--- src/rtl/mem_fill_sequencer.sv ---
// Main-memory port sequencer behind the cache controller: line refills and
// single-word write-throughs, write-through first on a tie.
module mem_fill_sequencer #(
    parameter int unsigned ADDR_W         = 16,
    parameter int unsigned DATA_W         = 32,
    parameter int unsigned WORDS_PER_LINE = 4
) (
    input  logic                                clk,
    input  logic                                reset,
    input  logic                                fill_req,
    input  logic [ADDR_W-1:0]                   fill_addr,
    input  logic                                wt_req,
    input  logic [ADDR_W-1:0]                   wt_addr,
    input  logic [DATA_W-1:0]                   wt_data,
    output logic                                mem_req,
    output logic                                mem_we,
    output logic [ADDR_W-1:0]                   mem_addr,
    output logic [DATA_W-1:0]                   mem_wdata,
    input  logic [DATA_W-1:0]                   mem_rdata,
    input  logic                                mem_ack,
    output logic                                cache_we,
    output logic [$clog2(WORDS_PER_LINE)-1:0]   cache_word,
    output logic [DATA_W-1:0]                   cache_wdata,
    output logic                                fill_done,
    output logic                                wt_done,
    output logic                                busy
);

    localparam int unsigned OFFSET_W = $clog2(WORDS_PER_LINE);
    localparam logic [OFFSET_W-1:0] LAST_WORD = OFFSET_W'(WORDS_PER_LINE - 1);
    localparam logic [ADDR_W-1:0]   LINE_MASK = ADDR_W'(WORDS_PER_LINE - 1);

    typedef enum logic [2:0] {
        IDLE,
        WT,
        FILL,
        FILL_LAST,
        DONE_WT,
        DONE_FILL
    } state_t;

    state_t                state;
    state_t                state_next;
    logic [OFFSET_W-1:0]   cnt;
    logic [OFFSET_W-1:0]   cnt_next;
    logic [OFFSET_W-1:0]   cnt_inc;
    logic [ADDR_W-1:0]     addr_next;
    logic [DATA_W-1:0]     wdata_next;
    logic                  mem_req_next;
    logic                  mem_we_next;
    logic                  cache_we_next;
    logic [OFFSET_W-1:0]   cache_word_next;
    logic [DATA_W-1:0]     cache_wdata_next;
    logic                  fill_done_next;
    logic                  wt_done_next;
    logic                  busy_next;

    // Next state plus next value of every registered output
    always_comb begin
        state_next       = state;
        cnt_next         = cnt;
        cnt_inc          = cnt + OFFSET_W'(1);
        addr_next        = mem_addr;
        wdata_next       = mem_wdata;
        cache_we_next    = 1'b0;
        cache_word_next  = cache_word;
        cache_wdata_next = cache_wdata;
        fill_done_next   = 1'b0;
        wt_done_next     = 1'b0;

        case (state)
            IDLE: begin
                if (wt_req) begin
                    state_next = WT;
                    addr_next  = wt_addr;
                    wdata_next = wt_data;
                end else if (fill_req) begin
                    state_next = FILL;
                    addr_next  = fill_addr & ~LINE_MASK;
                    cnt_next   = '0;
                end
            end
            WT: begin
                if (mem_ack) begin
                    state_next   = DONE_WT;
                    wt_done_next = 1'b1;
                end
            end
            FILL: begin
                if (mem_ack) begin
                    cache_we_next    = 1'b1;
                    cache_word_next  = cnt;
                    cache_wdata_next = mem_rdata;
                    if (cnt == LAST_WORD) begin
                        state_next = FILL_LAST;
                    end else begin
                        cnt_next  = cnt_inc;
                        addr_next = (mem_addr & ~LINE_MASK) | ADDR_W'(cnt_inc);
                    end
                end
            end
            FILL_LAST: begin
                state_next     = DONE_FILL;
                fill_done_next = 1'b1;
            end
            DONE_WT:   state_next = IDLE;
            DONE_FILL: state_next = IDLE;
            default:   state_next = IDLE;
        endcase

        mem_req_next = (state_next == WT) || (state_next == FILL);
        mem_we_next  = (state_next == WT);
        busy_next    = (state_next != IDLE);
    end

    // State and output registers; reset clears everything immediately
    always_ff @(posedge clk or posedge reset) begin
        if (reset) begin
            state       <= IDLE;
            cnt         <= '0;
            mem_req     <= 1'b0;
            mem_we      <= 1'b0;
            mem_addr    <= '0;
            mem_wdata   <= '0;
            cache_we    <= 1'b0;
            cache_word  <= '0;
            cache_wdata <= '0;
            fill_done   <= 1'b0;
            wt_done     <= 1'b0;
            busy        <= 1'b0;
        end else begin
            state       <= state_next;
            cnt         <= cnt_next;
            mem_req     <= mem_req_next;
            mem_we      <= mem_we_next;
            mem_addr    <= addr_next;
            mem_wdata   <= wdata_next;
            cache_we    <= cache_we_next;
            cache_word  <= cache_word_next;
            cache_wdata <= cache_wdata_next;
            fill_done   <= fill_done_next;
            wt_done     <= wt_done_next;
            busy        <= busy_next;
        end
    end

endmodule
--- config.mk ---
export PLATFORM = sky130hd
export DESIGN_NAME = mem_fill_sequencer
export DESIGN_NICKNAME = d
export VERILOG_FILES = /design/src/rtl/mem_fill_sequencer.sv
export SDC_FILE = /design/constraint.sdc
export NUM_CORES = 1
export LEC_CHECK = 0
export BUFFER_PORTS_ARGS = -buffer_cell sky130_fd_sc_hd__buf_2
export CAP_MARGIN = 25
export CORE_UTILIZATION = 45
export CTS_CLUSTER_SIZE = 20
export DETAILED_ROUTE_END_ITERATION = 12
export GPL_ROUTABILITY_DRIVEN = 0
export PLACE_DENSITY = 0.79
export SYNTH_ARGS = -nofsm -noshare
export SYNTH_HDL_FRONTEND = slang
export SYNTH_SLANG_ARGS = --single-unit
--- constraint.sdc ---
create_clock -name clk -period 7.96 [get_ports clk]
set_input_delay 0.398 -clock clk [delete_from_list [all_inputs] [get_ports clk]]
set_output_delay 0.398 -clock clk [all_outputs]
set_load 0.05 [all_outputs]
==> key figures, run 1 <==
Die
  – Die ar.: a little under 9000 um^2
  – Initial Util: 46.4%
  – Die height: ~94 um
  – Io pins: between 150 and 200
  – Core footprint: 8220 um^2
  – Row count: 33
  – Die width: 94.1 um

Setup path
  – R2R Setup Slk: approximately 5700 ps
  – Crit path buf inv count: 1
  – Critical-path cell list: nor4b_4, buf_4, mux2_2
  – Required @ worst endpoint: a little over 8000 ps
  – Critical path's slowest cell: nor4b_4
  – Cell family with most CP delay: simple AND/OR/NAND/NOR gates
  – R2R Path End: mem_wdata[16]$_DFFE_PP0P_
  – Crit Path Category: reg -> reg
  – Setup crit start kind: register
  – CP peak stage delay: 750 ps
  – FF-to-FF path depth: 3
  – Crit path max fanout: 23
  – R2R Path Start: state[2]$_DFF_PP0_
  – Crit. End Element: register
  – CP arrival: around 2500 ps

Synth
  – Async S/R FF share, synth: 100%
  – Ys Warns: 0
  – Xor/xnor share of the synthesized area: 0%
  – Main synth FF type: dfrtp_1
  – Compound-cell area share of the yosys netlist: approximately 2.3%
  – Synth top cells by count: 104 x nand2_1, 93 x dfrtp_1, 59 x mux2_2
  – Number of synthesized flops with an enable pin: 0
  – Largest family of logic cells by synthesized area: multiplexers
  – Avg Inst Size Synth: roughly 12 um^2
  – Netlist area before placement: 3810 um^2
  – Count leader, synth: nand2_1
  – Library cells used by synthesis: 33
  – Yosys top cell by area: dfrtp_1
  – Adder-cell share of the synthesized area: less than 1%
  – Synthesized flop and latch total: slightly above 90
  – Synth area leaders: dfrtp_1 61%, mux2_2 17%, nand2_1 10%
  – Post-synthesis sequential area ratio: between 60% and 70%
  – Syn Nets: around 420
  – Top-area cell type share of the netlist area: 61.0%
  – Simple-Gate Fraction of Synth Area: between 10 and 15%
  – Mux cell area share after synthesis: 18.5%
  – Gate Count Post-Synth: 316

Detailed routing
  – First drt pass iteration count: 4
  – Post-route ant nets: 0
  – Total Wirelength: approximately 8.1 mm
  – Vias: just under 3000
  – Residual DRC count: 0
  – Routed len/inst: around 13 um
  – Vias/cell: 4.85
  – Starting DRT DRC Count: 130

STA
  – Worst-Margin Slew: 726 ps
  – Final hold violations: 0
  – Max_slew headroom: about half
  – Period utilization: between 20% and 30%
  – Fmax: ~0.45 GHz
  – Final setup margin: ~5700 ps
  – Worst hold slack: between 60 and 70 ps
  – Clock skew: ~9.5 ps
  – Finish-stage setup viols: 0
  – Period minus WS final: 2220 ps
  – Setup_tns: 0 ps
  – Pins Over Slew Limit: 0
  – RSZ-0062 raised after global routing: false

Status
  – Run status: completed

Cells and area
  – Share of cells above drive strength 1: 53.7%
  – Final core occ: roughly 62%
  – FILL cells: slightly below 700
  – Sequential Area: between 2000 and 2500 um^2
  – Number of diodes: 0
  – Area Overhead vs Synth: 33.3%
  – Nets: about 600
  – Multi-input gate area: between 1000 and 1500 um^2

Clocking
  – Clock Sinks: between 90 and 100
  – Clock buffer depth: 2
  – Post-cts sizing count: 0
  – CTS root buffer: clkbuf_8
  – Clock buffer count from CTS: 9
  – Post CTS Setup Buffer Count: 0
  – Clock-pin slew on the worst setup and hold paths: ~100 ps
  – H-tree levels: 3
  – CTS tree: done
  – Clock Latency Late Sink: between 300 and 400 ps
  – CTS Hold Bufs: 0

Run
  – Max-Cap Viols: 0

Global routing
  – Pin count of the biggest net entering global routing: between 50 and 60
  – Initial antenna violation count: 0
  – Overall routing resource usage: 18.8%
  – Vias in the first global route: 2872
  – First-pass GRT wire length: 12.8 mm
  – Congestion Overflow GR: 0

Placement
  – IO buf count: 186
  – Post-DP HPWL: slightly below 6 mm
  – Pre-CTS WS: 5110 ps

Worst hold path
  – Hold crit path type: in -> async
stage by stage:
stage / area (um^2) / cells
final: 5080 / 610
after CTS: 5060 / 609
after detailed placement: 4810 / 593
after global placement: 4780 / 592
after global routing: 5080 / 610
after floorplan: 3810 / 316
state kept, by name (all words and copies together) (netlist names):
register and count:
fill_done 1, cache_we 1, cnt 2, mem_req 1, mem_addr 16, cache_wdata 32, state 3, mem_wdata 32
mem_we 1, busy 1, wt_done 1, cache_word 2
layer usage:
| layer | vias to the layer above | global-route usage [%] | part of all wire, % |
|---|---|---|---|
| met2 | 113 | 33.1 | 51 |
| li1 | 1420 | - | - |
| met1 | 1412 | 21.7 | 42 |
| met4 | 0 | 7.82 | 1.3 |
| met5 | - | 0 | 0 |
| met3 | 11 | 4.53 | 6.5 |
layout by cell type, fill, tap and decap left out, types with 2 or more instances in the layout:
cell type / n
bufinv_16: 3
mux2_1: 2
inv_1: 5
buf_2: 186
nor2_1: 6
clkbuf_8: 10
nor4b_1: 2
o21ai_0: 2
mux2_2: 59
nand2_1: 104
nor2b_1: 2
dfrtp_1: 93
nand2b_1: 3
mux2i_1: 2
inv_6: 2
o32ai_1: 2
logic make-up (layout without fill, tap and decap cells):
family	count (synthesis)	after routing
muxes	63	63
AOI/OAI and AO/OA	12	12
and+or+nand+nor	124	124
buffers and inverters	23	212
adders and majority gates	1	1
DFF	93	93
how the worst max path moves through the flow:
stage          cells after the start                from  slack [ps]                   endpoint
2_1_floorplan                      1               reset        5140             busy$_DFF_PP0_
3_3_place_gp                       4  state[0]$_DFF_PP0_        5150    mem_addr[1]$_DFFE_PP0N_
3_5_place_dp                       4  state[0]$_DFF_PP0_        5110    mem_addr[1]$_DFFE_PP0N_
4_1_cts                            4  state[0]$_DFF_PP0_        5050    mem_addr[1]$_DFFE_PP0N_
5_1_grt                            3  state[0]$_DFF_PP0_        5590  mem_wdata[25]$_DFFE_PP0P_
6_report                           3  state[2]$_DFF_PP0_        5740  mem_wdata[16]$_DFFE_PP0P_
area by class of cell:
class,count,area share (%)
Clock buffer,10,2.71
Clock inverter,6,2.29
Inverter,7,0.566
Multi-Input combinational cell,200,26.7
Sequential cell,93,45.8
Tap cell,105,2.58
Timing Repair Buffer,189,19.4
Power of run 1 is not shown: default switching activity piles up to over one toggle a cycle in this logic, so the estimate is an artifact.
==> run 2, diff against run 1 <==
--- a/config.mk
+++ b/config.mk
@@ -5,13 +5,14 @@
 export SDC_FILE = /design/constraint.sdc
 export NUM_CORES = 1
 export LEC_CHECK = 0
+export ABC_AREA = 1
 export BUFFER_PORTS_ARGS = -buffer_cell sky130_fd_sc_hd__buf_2
 export CAP_MARGIN = 25
 export CORE_UTILIZATION = 45
 export CTS_CLUSTER_SIZE = 20
 export DETAILED_ROUTE_END_ITERATION = 12
 export GPL_ROUTABILITY_DRIVEN = 0
-export PLACE_DENSITY = 0.79
+export PLACE_DENSITY = 0.78
 export SYNTH_ARGS = -nofsm -noshare
 export SYNTH_HDL_FRONTEND = slang
 export SYNTH_SLANG_ARGS = --single-unit
==> constraint.sdc (replaced) <==
create_clock -name clk -period 2.15 [get_ports clk]
set_input_delay 0.1075 -clock clk [delete_from_list [all_inputs] [get_ports clk]]
set_output_delay 0.1075 -clock clk [all_outputs]
set_load 0.05 [all_outputs]
==> key figures, run 2 <==
Status
  – Run status: completed

Setup path
  – Worst Setup EP: cnt[0]$_DFFE_PP0P_
  – Critical path's slowest cell: dfrtp_1
  – CP arrival: about 1800 ps
  – Crit. End Element: register
  – Crit path from: state[1]$_DFF_PP0_
  – R2R Path End: cnt[0]$_DFFE_PP0P_
  – FF-to-FF path depth: 6
  – Setup crit start kind: register
  – R2R Path Start: state[1]$_DFF_PP0_
  – R2R Setup Slk: 550 ps
  – Crit Path Category: reg -> reg
  – Crit path max fanout: 34
  – CP peak stage delay: roughly 550 ps
  – Required @ worst endpoint: roughly 2400 ps
  – Critical-path cell list: inv_2, nand3_4, buf_4, nand2_1, o21bai_1, nand2_1
  – Most used cell along the critical path: nand2_1

Global routing
  – Congestion Overflow GR: 0
  – Overall routing resource usage: between 20% and 30%
  – Vias in the first global route: approximately 3800
  – First-pass GRT wire length: 16.1 mm
  – Initial antenna violation count: 0
  – Pin count of the biggest net entering global routing: 52

Die
  – Row count: 33
  – Core footprint: ~8300 um^2
  – Die width: between 90 and 100 um
  – Die height: approximately 95 um
  – Die ar.: roughly 9100 um^2
  – Initial Util: about 47%
  – Io pins: about 190

Placement
  – Inst Count DP: between 700 and 800
  – IO buf count: about 190
  – Post-DP HPWL: 6.31 mm

Synth
  – Synth area leaders: dfrtp_1 59%, nand2_1 22%, mux2i_1 3.6%
  – Count leader, synth: nand2_1
  – Netlist area before placement: around 3900 um^2
  – Yosys top cell by area: dfrtp_1
  – Syn Nets: 526
  – Synth top cells by count: 226 x nand2_1, 93 x dfrtp_1, 17 x inv_1
  – Async S/R FF share, synth: between 90% and 100%
  – Synthesized flop and latch total: slightly above 90
  – Avg Inst Size Synth: between 9 and 10 um^2
  – Ys Warns: 0
  – Main synth FF type: dfrtp_1
  – Top-area cell type share of the netlist area: 59.3%
  – Library cells used by synthesis: 25
  – Number of synthesized flops with an enable pin: 0
  – Post-synthesis sequential area ratio: 59.3%
  – Gate Count Post-Synth: 424

Cells and area
  – Commonest non-fill, non-tap cells in the layout: 226 x nand2_1, 186 x buf_2, 93 x dfrtp_1
  – Number of diodes: 0
  – Nets: ~780
  – Share of cells above drive strength 1: a little over a third
  – Largest registers: cache_wdata (32), mem_wdata (32), mem_addr (16)
  – Multi-input gate area: between 1000 and 1500 um^2
  – Area Overhead vs Synth: 47.2%
  – Sequential Area: 2330 um^2
  – Finished Layout Cells: between 700 and 800
  – FILL cells: 609
  – Most common cell after layout, fill and taps aside: nand2_1

STA
  – Setup_tns: 0 ps
  – Pins Over Slew Limit: 0
  – Final hold violations: 0
  – Max_slew headroom: 58.1%
  – RSZ-0062 raised after global routing: false
  – Fmax: 0.623 GHz
  – Worst-Margin Slew: ~630 ps
  – Clock skew: ~14 ps
  – Period minus WS final: 1600 ps
  – Finish-stage setup viols: 0
  – Period utilization: 74.6%

Clocking
  – Clock buffer count from CTS: 9
  – CTS tree: done
  – Clock Sinks: 93
  – Clock-pin slew on the worst setup and hold paths: around 90 ps
  – Clock buffer depth: 2
  – H-tree levels: 3
  – CTS root buffer: clkbuf_8
  – Clock Latency Late Sink: approximately 350 ps

Detailed routing
  – Vias/cell: ~4.7
  – Post-route ant nets: 0
  – Total Wirelength: 10.2 mm
  – Routed len/inst: around 13 um
  – Residual DRC count: 0
  – First drt pass iteration count: 4
  – Vias: around 3700
  – Starting DRT DRC Count: around 120

Power and ir drop
  – LEAKAGE: around 3.3 nW
  – Worst VDD drop: 0.780 mV
  – Power Total: 9.79 mW
  – Pwr Density: roughly 1700 nW/um^2

Worst hold path
  – Hold crit path type: in -> reg

Run
  – Max-Cap Viols: 0
[run 2: through the flow]
step	util, %	worst slack (ps)	hold slack (ps)	area (um^2)
after floorplan	-	867	217	3930
after global placement	58.9	574	217	4910
after detailed placement	58.9	544	232	4910
after CTS	69.3	529	41.3	5780
after global routing	69.3	363	54.8	5780
final	69.3	546	50.5	5780
[run 2: worst min-delay path by stage]
stage	startpoint	end	depth (start not counted)	slack (ps)
finish	fill_addr[15]	mem_addr[15]$_DFFE_PP0P_	3	50
detailed placement	reset	mem_wdata[14]$_DFFE_PP0P_	2	230
global route	fill_addr[4]	mem_addr[4]$_DFFE_PP0P_	3	50
floorplan	mem_rdata[0]	cache_wdata[0]$_DFFE_PP0P_	2	220
global placement	reset	mem_wdata[29]$_DFFE_PP0P_	2	220
CTS	fill_addr[15]	mem_addr[15]$_DFFE_PP0P_	3	40
[run 2: cells by family (layout without fill, tap and decap cells)]
| logic type | count (synthesis) | after routing | share of synthesized area [%] |
|---|---|---|---|
| DFF | 93 | 93 | 59.3 |
| muxes | 14 | 14 | 3.57 |
| buffers and inverters | 39 | 294 | 5.54 |
| and+or+nand+nor | 253 | 253 | 26.8 |
| AOI/OAI and AO/OA | 24 | 24 | 4.52 |
| adders and majority gates | 1 | 1 | 0.319 |
[run 2: worst max-delay path: cells and delay by family, from the launching register on]
kind / cells / cell delay [ps]
compound gates: 1 / 160
simple gates: 3 / 320
flops: 1 / 550
buf+inv: 2 / 470
[run 2: power by group]
| group | internal (mW) | switching, mW |
|---|---|---|
| sequential | 2.55 | 0.466 |
| combinational | 1.30 | 4.24 |
| clock | 0.638 | 0.603 |
| total | 4.48 | 5.30 |
[run 2: cell type report]
type	count	share of cell area (%)
Inverter	21	1.45
Multi-Input combinational cell	292	23.9
Sequential cell	93	40.2
Tap cell	105	2.27
Clock inverter	4	0.930
Clock buffer	12	2.86
Timing Repair Buffer	257	28.3
[run 2: metal layers]
layer | vias up | global-route usage [%] | part of all wire (%)
met4 | 0 | 6.59 | 1.3
met2 | 154 | 43.0 | 52
met1 | 1724 | 24.4 | 39
li1 | 1795 | - | -
met3 | 12 | 6.30 | 7.3
met5 | - | 0 | 0
[run 2: what timing repair did]
item | 4_1_cts | 5_1_grt
hold endpoints to repair | 90 | 0
setup buffers | 0 | 0
hold buffers | 65 | 0
gates resized for setup | 0 | 0
(Power assumes the default switching activity.)
